File: src/rtl/ocx_tlx_rcv_cmd_queue.sv
// Receive-side VC1 command queue: buffers parsed command info from the parse MAC,
// presents it to the AFU first-word-fall-through, and returns VC1 command credits
// to the transmit side as entries drain (starting with the full pool after reset).
module ocx_tlx_rcv_cmd_queue #(
  parameter int unsigned DEPTH   = 16,
  parameter int unsigned INFO_W  = 168,
  parameter int unsigned MAX_RET = 15,
  parameter int unsigned CRED_W  = 4
) (
  input  logic                     tlx_clk,
  input  logic                     reset,
  input  logic                     fp_rcv_cmd_valid,
  input  logic [INFO_W-1:0]        fp_rcv_cmd_info,
  output logic                     tlx_afu_cmd_valid,
  output logic [INFO_W-1:0]        tlx_afu_cmd_info,
  input  logic                     afu_tlx_cmd_ready,
  output logic                     cmd_credit_return_v,
  output logic [CRED_W-1:0]        cmd_credit_return_cnt,
  output logic [$clog2(DEPTH):0]   cmd_queue_occupancy,
  output logic                     cmd_queue_overflow
);

  localparam int unsigned PTR_W = $clog2(DEPTH);
  localparam int unsigned OCC_W = PTR_W + 1;
  localparam int unsigned TOT_W = OCC_W + 1;

  logic [INFO_W-1:0] mem_q [DEPTH];

  logic [PTR_W-1:0]  wr_ptr_q, wr_ptr_d;
  logic [PTR_W-1:0]  rd_ptr_q, rd_ptr_d;
  logic [OCC_W-1:0]  occ_q, occ_d;
  logic [OCC_W-1:0]  pend_q, pend_d;
  logic              cr_v_q, cr_v_d;
  logic [CRED_W-1:0] cr_cnt_q, cr_cnt_d;
  logic              ovf_q, ovf_d;

  logic              full;
  logic              push;
  logic              pop;
  logic [TOT_W-1:0]  total;
  logic [TOT_W-1:0]  ret;

  // Handshake decode: a push into a full queue is only allowed when a pop frees the slot.
  always_comb begin
    full = (occ_q == OCC_W'(DEPTH));
    pop  = (occ_q != '0) && afu_tlx_cmd_ready;
    push = fp_rcv_cmd_valid && (!full || pop);
  end

  // Pointer, occupancy and sticky overflow next-state.
  always_comb begin
    wr_ptr_d = wr_ptr_q;
    rd_ptr_d = rd_ptr_q;
    if (push) begin
      wr_ptr_d = wr_ptr_q + PTR_W'(1);
    end
    if (pop) begin
      rd_ptr_d = rd_ptr_q + PTR_W'(1);
    end
    occ_d = occ_q + OCC_W'(push) - OCC_W'(pop);
    ovf_d = ovf_q | (fp_rcv_cmd_valid && full && !pop);
  end

  // Credit return: fold this cycle's pop into the pending pool, emit up to MAX_RET.
  always_comb begin
    total    = TOT_W'(pend_q) + TOT_W'(pop);
    ret      = total;
    if (total > TOT_W'(MAX_RET)) begin
      ret = TOT_W'(MAX_RET);
    end
    cr_v_d   = (total != '0);
    cr_cnt_d = CRED_W'(ret);
    pend_d   = OCC_W'(total - ret);
  end

  // Control state; reset restores the full credit pool for re-advertisement.
  always_ff @(posedge tlx_clk or posedge reset) begin
    if (reset) begin
      wr_ptr_q <= '0;
      rd_ptr_q <= '0;
      occ_q    <= '0;
      pend_q   <= OCC_W'(DEPTH);
      cr_v_q   <= 1'b0;
      cr_cnt_q <= '0;
      ovf_q    <= 1'b0;
    end else begin
      wr_ptr_q <= wr_ptr_d;
      rd_ptr_q <= rd_ptr_d;
      occ_q    <= occ_d;
      pend_q   <= pend_d;
      cr_v_q   <= cr_v_d;
      cr_cnt_q <= cr_cnt_d;
      ovf_q    <= ovf_d;
    end
  end

  // Entry storage; contents need no reset since the head is masked while empty.
  always_ff @(posedge tlx_clk) begin
    if (push) begin
      mem_q[wr_ptr_q] <= fp_rcv_cmd_info;
    end
  end

  // First-word-fall-through head; no bypass, so a write shows up the following cycle.
  always_comb begin
    tlx_afu_cmd_valid = (occ_q != '0);
    tlx_afu_cmd_info  = '0;
    if (tlx_afu_cmd_valid) begin
      tlx_afu_cmd_info = mem_q[rd_ptr_q];
    end
  end

  assign cmd_credit_return_v   = cr_v_q;
  assign cmd_credit_return_cnt = cr_cnt_q;
  assign cmd_queue_occupancy   = occ_q;
  assign cmd_queue_overflow    = ovf_q;

`ifndef SYNTHESIS
  // Shadow of credits held by the transmitter: gains each returned pulse, spends one per push.
  int tx_cred_q;
  always_ff @(posedge tlx_clk or posedge reset) begin
    if (reset) begin
      tx_cred_q <= 0;
    end else begin
      tx_cred_q <= tx_cred_q + (cr_v_d ? int'(cr_cnt_d) : 0) - int'(push);
    end
  end

  a_credit_conservation: assert property (@(posedge tlx_clk) disable iff (reset)
    (int'(occ_q) + int'(pend_q) + tx_cred_q) == int'(DEPTH));
`endif

endmodule
File: config.mk
export PLATFORM = sky130hd
export DESIGN_NAME = ocx_tlx_rcv_cmd_queue
export DESIGN_NICKNAME = d
export VERILOG_FILES = /design/src/rtl/ocx_tlx_rcv_cmd_queue.sv
export SDC_FILE = /design/constraint.sdc
export NUM_CORES = 2
export LEC_CHECK = 0
export ABC_AREA = 1
export CORE_UTILIZATION = 45
export CTS_CLUSTER_DIAMETER = 120
export CTS_CLUSTER_SIZE = 30
export DETAILED_ROUTE_END_ITERATION = 10
export DONT_BUFFER_PORTS = 1
export PLACE_DENSITY = 0.57
export SLEW_MARGIN = 20
export SYNTH_ARGS = -nofsm -noshare
export SYNTH_HDL_FRONTEND = slang
export SYNTH_SLANG_ARGS = --single-unit
File: constraint.sdc
create_clock -name tlx_clk -period 10.2 [get_ports tlx_clk]
set_input_delay 1.02 -clock tlx_clk [delete_from_list [all_inputs] [get_ports tlx_clk]]
set_output_delay 1.02 -clock tlx_clk [all_outputs]
set_load 0.05 [all_outputs]
# Yosys cells after proc, flatten, opt, wreduce, memory -nomap -nowiden
# Memory sizes are Yosys's and may differ from the RTL's.
# Cells that the tools add are included.
# word_totals
regBits	24
ram_bits	2688
output_inout_bits	180
mem_count	1
# memory_table
name	depth	width	rd	rd_ports_with_merged_regs	write_ports	line	rtl
mem_q	16	168	1	0	1	27	logic [INFO_W-1:0] mem_q [DEPTH];
# classes
addsub	6
magnitude_cmp	1
n_eq_ne	1
n_mux	4
bitwise_logic	1
reduce_logical	9
# op_table
cell	n
$mux W168	1
$add A4 B1 Y4 const B	2
$add A5 B1 Y6	1
$gt A6 B4 Y1 const B	1
$reduce_bool A6 Y1	1
$add A5 B1 Y5	1
$eq A5 B5 Y1 const B	1
$mux W5	1
$reduce_bool A5 Y1	1
$sub A5 B1 Y5	1
$sub A5 B5 Y5	1
$logic_and A1 B1 Y1	4
$logic_not A1 Y1	2
$mux W1	2
$logic_or A1 B1 Y1	1
$or A1 B1 Y1	1

# Longest topological paths before layout
# logic_depth
ltp_word	6
depth_mapped	18

# Worst setup path before layout
# Ideal clock, no wire load.
# synth_path
path_type	register to register
from	register occ_q[2], in the netlist cmd_queue_occupancy[2]
to	memory mem_q[11][0] (enable)
t_arrival_ns	8.523
t_required_ns	9.501
setup_slack_ns	0.979
stages_incl_launch_ff	9
period_less_slack_ns	9.221
path_cell_list	dfrtp_1 inv_1 ha_1 nor3b_1 nand2_1 nand2_1 inv_1 nand2_1 nor2_1
# synth_between
elab_chain_len	6
elab_cells_between_ends	8
cone_classes	eq/ne (1); mux (2); reduce/logical (5)
# synth_rtl
item	line	rtl
from (decl)	31	logic [OCC_W-1:0] occ_q, occ_d;
from (signal assigned)	81	occ_q <= '0;
from (signal assigned)	89	occ_q <= occ_d;
$eq A5 B5 Y1 / $reduce_bool A5 Y1 (equally long branches)	45, 46	
$logic_not A1 Y1 / $logic_and A1 B1 Y1 (equally long branches)	47, 46	
$logic_or A1 B1 Y1 *	47	push = fp_rcv_cmd_valid && (!full || pop);
$logic_and A1 B1 Y1 *	47	
$mux W1 *	99	if (push) begin
$mux W1 (implied by the code) *	100	mem_q[wr_ptr_q] <= fp_rcv_cmd_info;
to (decl)	27	
# Mark *: on every way between the ends. The rest lies on a longest branch, timed or not.

# Worst setup path in the final report
# layout_path
from	register rd_ptr_q[0]
to	output port tlx_afu_cmd_info[131]
# layout_between
elab_chain_len	2
# layout_rtl
item	line	rtl
from (decl)	30	logic [PTR_W-1:0] rd_ptr_q, rd_ptr_d;
from (signal assigned)	88	rd_ptr_q <= rd_ptr_d;
$mem_v2 Z16 W168	n/a	
$mux W168	108	if (tlx_afu_cmd_valid) begin
to (decl)	15	output logic [INFO_W-1:0] tlx_afu_cmd_info,
# No other way between the ends.

==> flow_summary.ini <==
[yosys]
yosys_warnings = 0
syn_nets = 10800
synth_area_leaders = edfxtp_1 (71%), nand2_1 (13%), nand3_1 (7.4%), inv_1 (4.5%), buf_2 (1.4%)
yosysMostFrequentCell = nand2_1
ys_ff_latch = 2712
netlist.area_leader.share_pct = 70.5
synth_flop_cell = edfxtp_1
ys_seq_area_share_pct = 71.0
syn_area_per_cell_um2 = 10.8
yosys.area.top_type = edfxtp_1
netlist_instances = 10600
synthArstFlopShare_pct = 0.885
syn_area_um2 = 114000
synthTopCellsByCount = nand2_1 (4,067), edfxtp_1 (2,688), nand3_1 (1,684)
yosysUniqueCellTypes = 29
synth-edff-count = 2688

[floorplanning]
rows = 184
die_x_um = 506
core_area_um2 = 252000
die_h_um = 506
initial_core_util_pct = 45.4
die_area_um2 = 256000
design.portCount = 352

[timing]
slew_violations = 0
period_share_pct = 64.1
relSlewSlack_pct = 18.6
hold_slack_ps = 287
fin_ws_ps = 3660
fmaxAchievable_ghz = 0.153
hold_violations = 0
setup_viol = 0
setup_tns_ps = 0
min_period_ps = 6540
max_slew.worst_pin.slew_ps = 1220
finClkSkew_ps = 33.8
rsz0062_at_grt = false

[setup_path]
rr_startpoint = cmd_queue_occupancy[3]$_DFF_PP0_
r2r_slack_ps = 5400
crit_family = buffers and inverters
path_max_fanout = 135
critical_path.max_stage_delay_ps = 980
crit_type = flop to output port
r2r_end = mem_q[7][110]$_DFFE_PP_
cp.arrival_ps = 5520
slowest_stage = a21oi_1
crit_chain = buf_12, buf_4, buf_4, nand2_1, nand2_1, nand2_1, nand3_1, nand3_1, a21oi_1
path_common_cell = nand2_1
worstPathRequired_ps = 9180
cp-start-kind = flop
reg2reg_depth = 10
endpoint_kind = output port
path_buf_inv = 3

[clocking]
clk_path_buf_depth = 3
post-cts-setup-buffer-count = 0
cts_root_buf = clkbuf_16
cts-hold-fix-buffers = 0
cts_tree = built
htreeDepth = 3
clk_latency_ps = 810
cts_resized = 0
clock_sinks = 2712
path_clk_slew_ps = 120
numCtsBuffers = 101

[hold_path]
min_to = mem_q[7][19]$_DFFE_PP_
hold_depth = 0
worstHoldStart = fp_rcv_cmd_info[19]
hold_path_class = input port to flop

[route]
dr.pass1.iters = 6
vias_per_cell = 5.28
drcViolationCount = 0
ant_nets = 0
wl_um = 304000
vias = 72600
drt-initial-drc-count = 6633
wl_per_cell_um = 22.1

[layout]
fin_area_um2 = 121000
postLayoutCoreUtil_pct = 47.9
final_net_count = 10600
fill_cells = 22500
layout-drive-gt1-share_pct = 3.45
area_growth_pct = 5.50

[global_routing]
grt.overflow.total = 0
grt_pass1_wl_um = 452000
grt_pass1_vias = 69500
antenna_found_initial = 5
grt_max_degree = 185
track_usage_pct = 23.4

[placement]
place_ws_ps = 4540
dpl.hpwl_um = 141000
port_buffers = 0
place_area_um2 = 118000
place_congestion = 0.756

[power_and_ir_drop]
power_density_nw_per_um2 = 281
ir_worst_vdd_uv = 239
total_leakage_power_nw = 48.6

[run_status]
outcome = finished, final reports clean

[job]
cap_violations = 0
==> power breakdown <==
part	total [mW]	internal [mW]	switching [mW]
clock	5.19	1.92	3.28
sequential	13.8	13.4	0.403
combinational	14.9	3.47	11.4
==> through the flow <==
| step | std cells | power (mW) |
|---|---|---|
| global route | 13700 | 35.7 |
| CTS | 13700 | 34.1 |
| detailed placement | 13600 | 29.0 |
| finish | 13700 | 33.9 |
| global placement | 13600 | 28.9 |
| floorplan | 10600 | 24.8 |
==> logic make-up (layout without fill, tap and decap cells) <==
group,count (synthesis),in the layout,synth area share [%]
and+or+nand+nor,5778,5778,20.8
DFF,2712,2712,71.0
buffers and inverters,1951,1705,7.10
AOI/OAI and AO/OA,178,178,0.784
adders and majority gates,15,15,0.171
xor gates and xnor gates,12,12,0.0918
other,0,1,0
==> worst max-delay path by stage <==
stage                                          start                      to  slack, ps  cells after the start
finish                       rd_ptr_q[0]$_DFFE_PP0N_   tlx_afu_cmd_info[131]       3660                      9
global route                 rd_ptr_q[0]$_DFFE_PP0N_   tlx_afu_cmd_info[131]       3350                      9
CTS                          rd_ptr_q[0]$_DFFE_PP0N_   tlx_afu_cmd_info[131]       3620                      9
detailed placement           rd_ptr_q[0]$_DFFE_PP0N_   tlx_afu_cmd_info[131]       4540                      9
global placement             rd_ptr_q[0]$_DFFE_PP0N_   tlx_afu_cmd_info[126]       4500                      9
floorplan           cmd_queue_occupancy[2]$_DFF_PP0_  mem_q[11][0]$_DFFE_PP_        980                      8
==> metal layers <==
metal | vias to the layer above | wire (um) | global-route usage [%]
met2 | 2106 | 144000 | 38.7
met3 | 335 | 20200 | 3.61
met1 | 36100 | 133000 | 32.4
met5 | - | 0 | 0
met4 | 0 | 7130 | 5.90
li1 | 34100 | - | -
==> area by class of cell <==
type                            count  area, um^2  share of cell area (%)
Sequential cell                  2712       81300                    67.4
Multi-Input combinational cell   5983       25200                    20.9
Inverter                         1374        5200                    4.31
Tap cell                         3348        4190                    3.47
Clock buffer                      126        2690                    2.22
Timing Repair Buffer              195        1990                    1.65
Clock inverter                     10         125                   0.104
Antenna cell                        1        2.50                 0.00207
==> flip-flops by register name (all words and copies together) (netlist names) <==
name                   flops
cmd_credit_return_v        1
wr_ptr_q                   4
pend_q                     5
rd_ptr_q                   4
mem_q                   2688
cmd_credit_return_cnt      4
cmd_queue_overflow         1
cmd_queue_occupancy        5
==> cells in the final DEF, fill, tap and decap left out, drive strengths merged <==
cell and count:
nand2 4067, edfxtp 2688, nand3 1684, inv 1378
buf 195, a21oi 170, clkbuf 126, dfrtp 23
nor2 21, ha 14, xor2 10, o21ai 6
clkinv 4, nand4 3, xnor2 2, diode 1
o21bai 1, nand3b 1, nor3b 1, a31o 1
nor3 1, fa 1, clkinvlp 1, bufinv 1
dfstp 1
No activity file was read; power rests on OpenSTA's default activity.
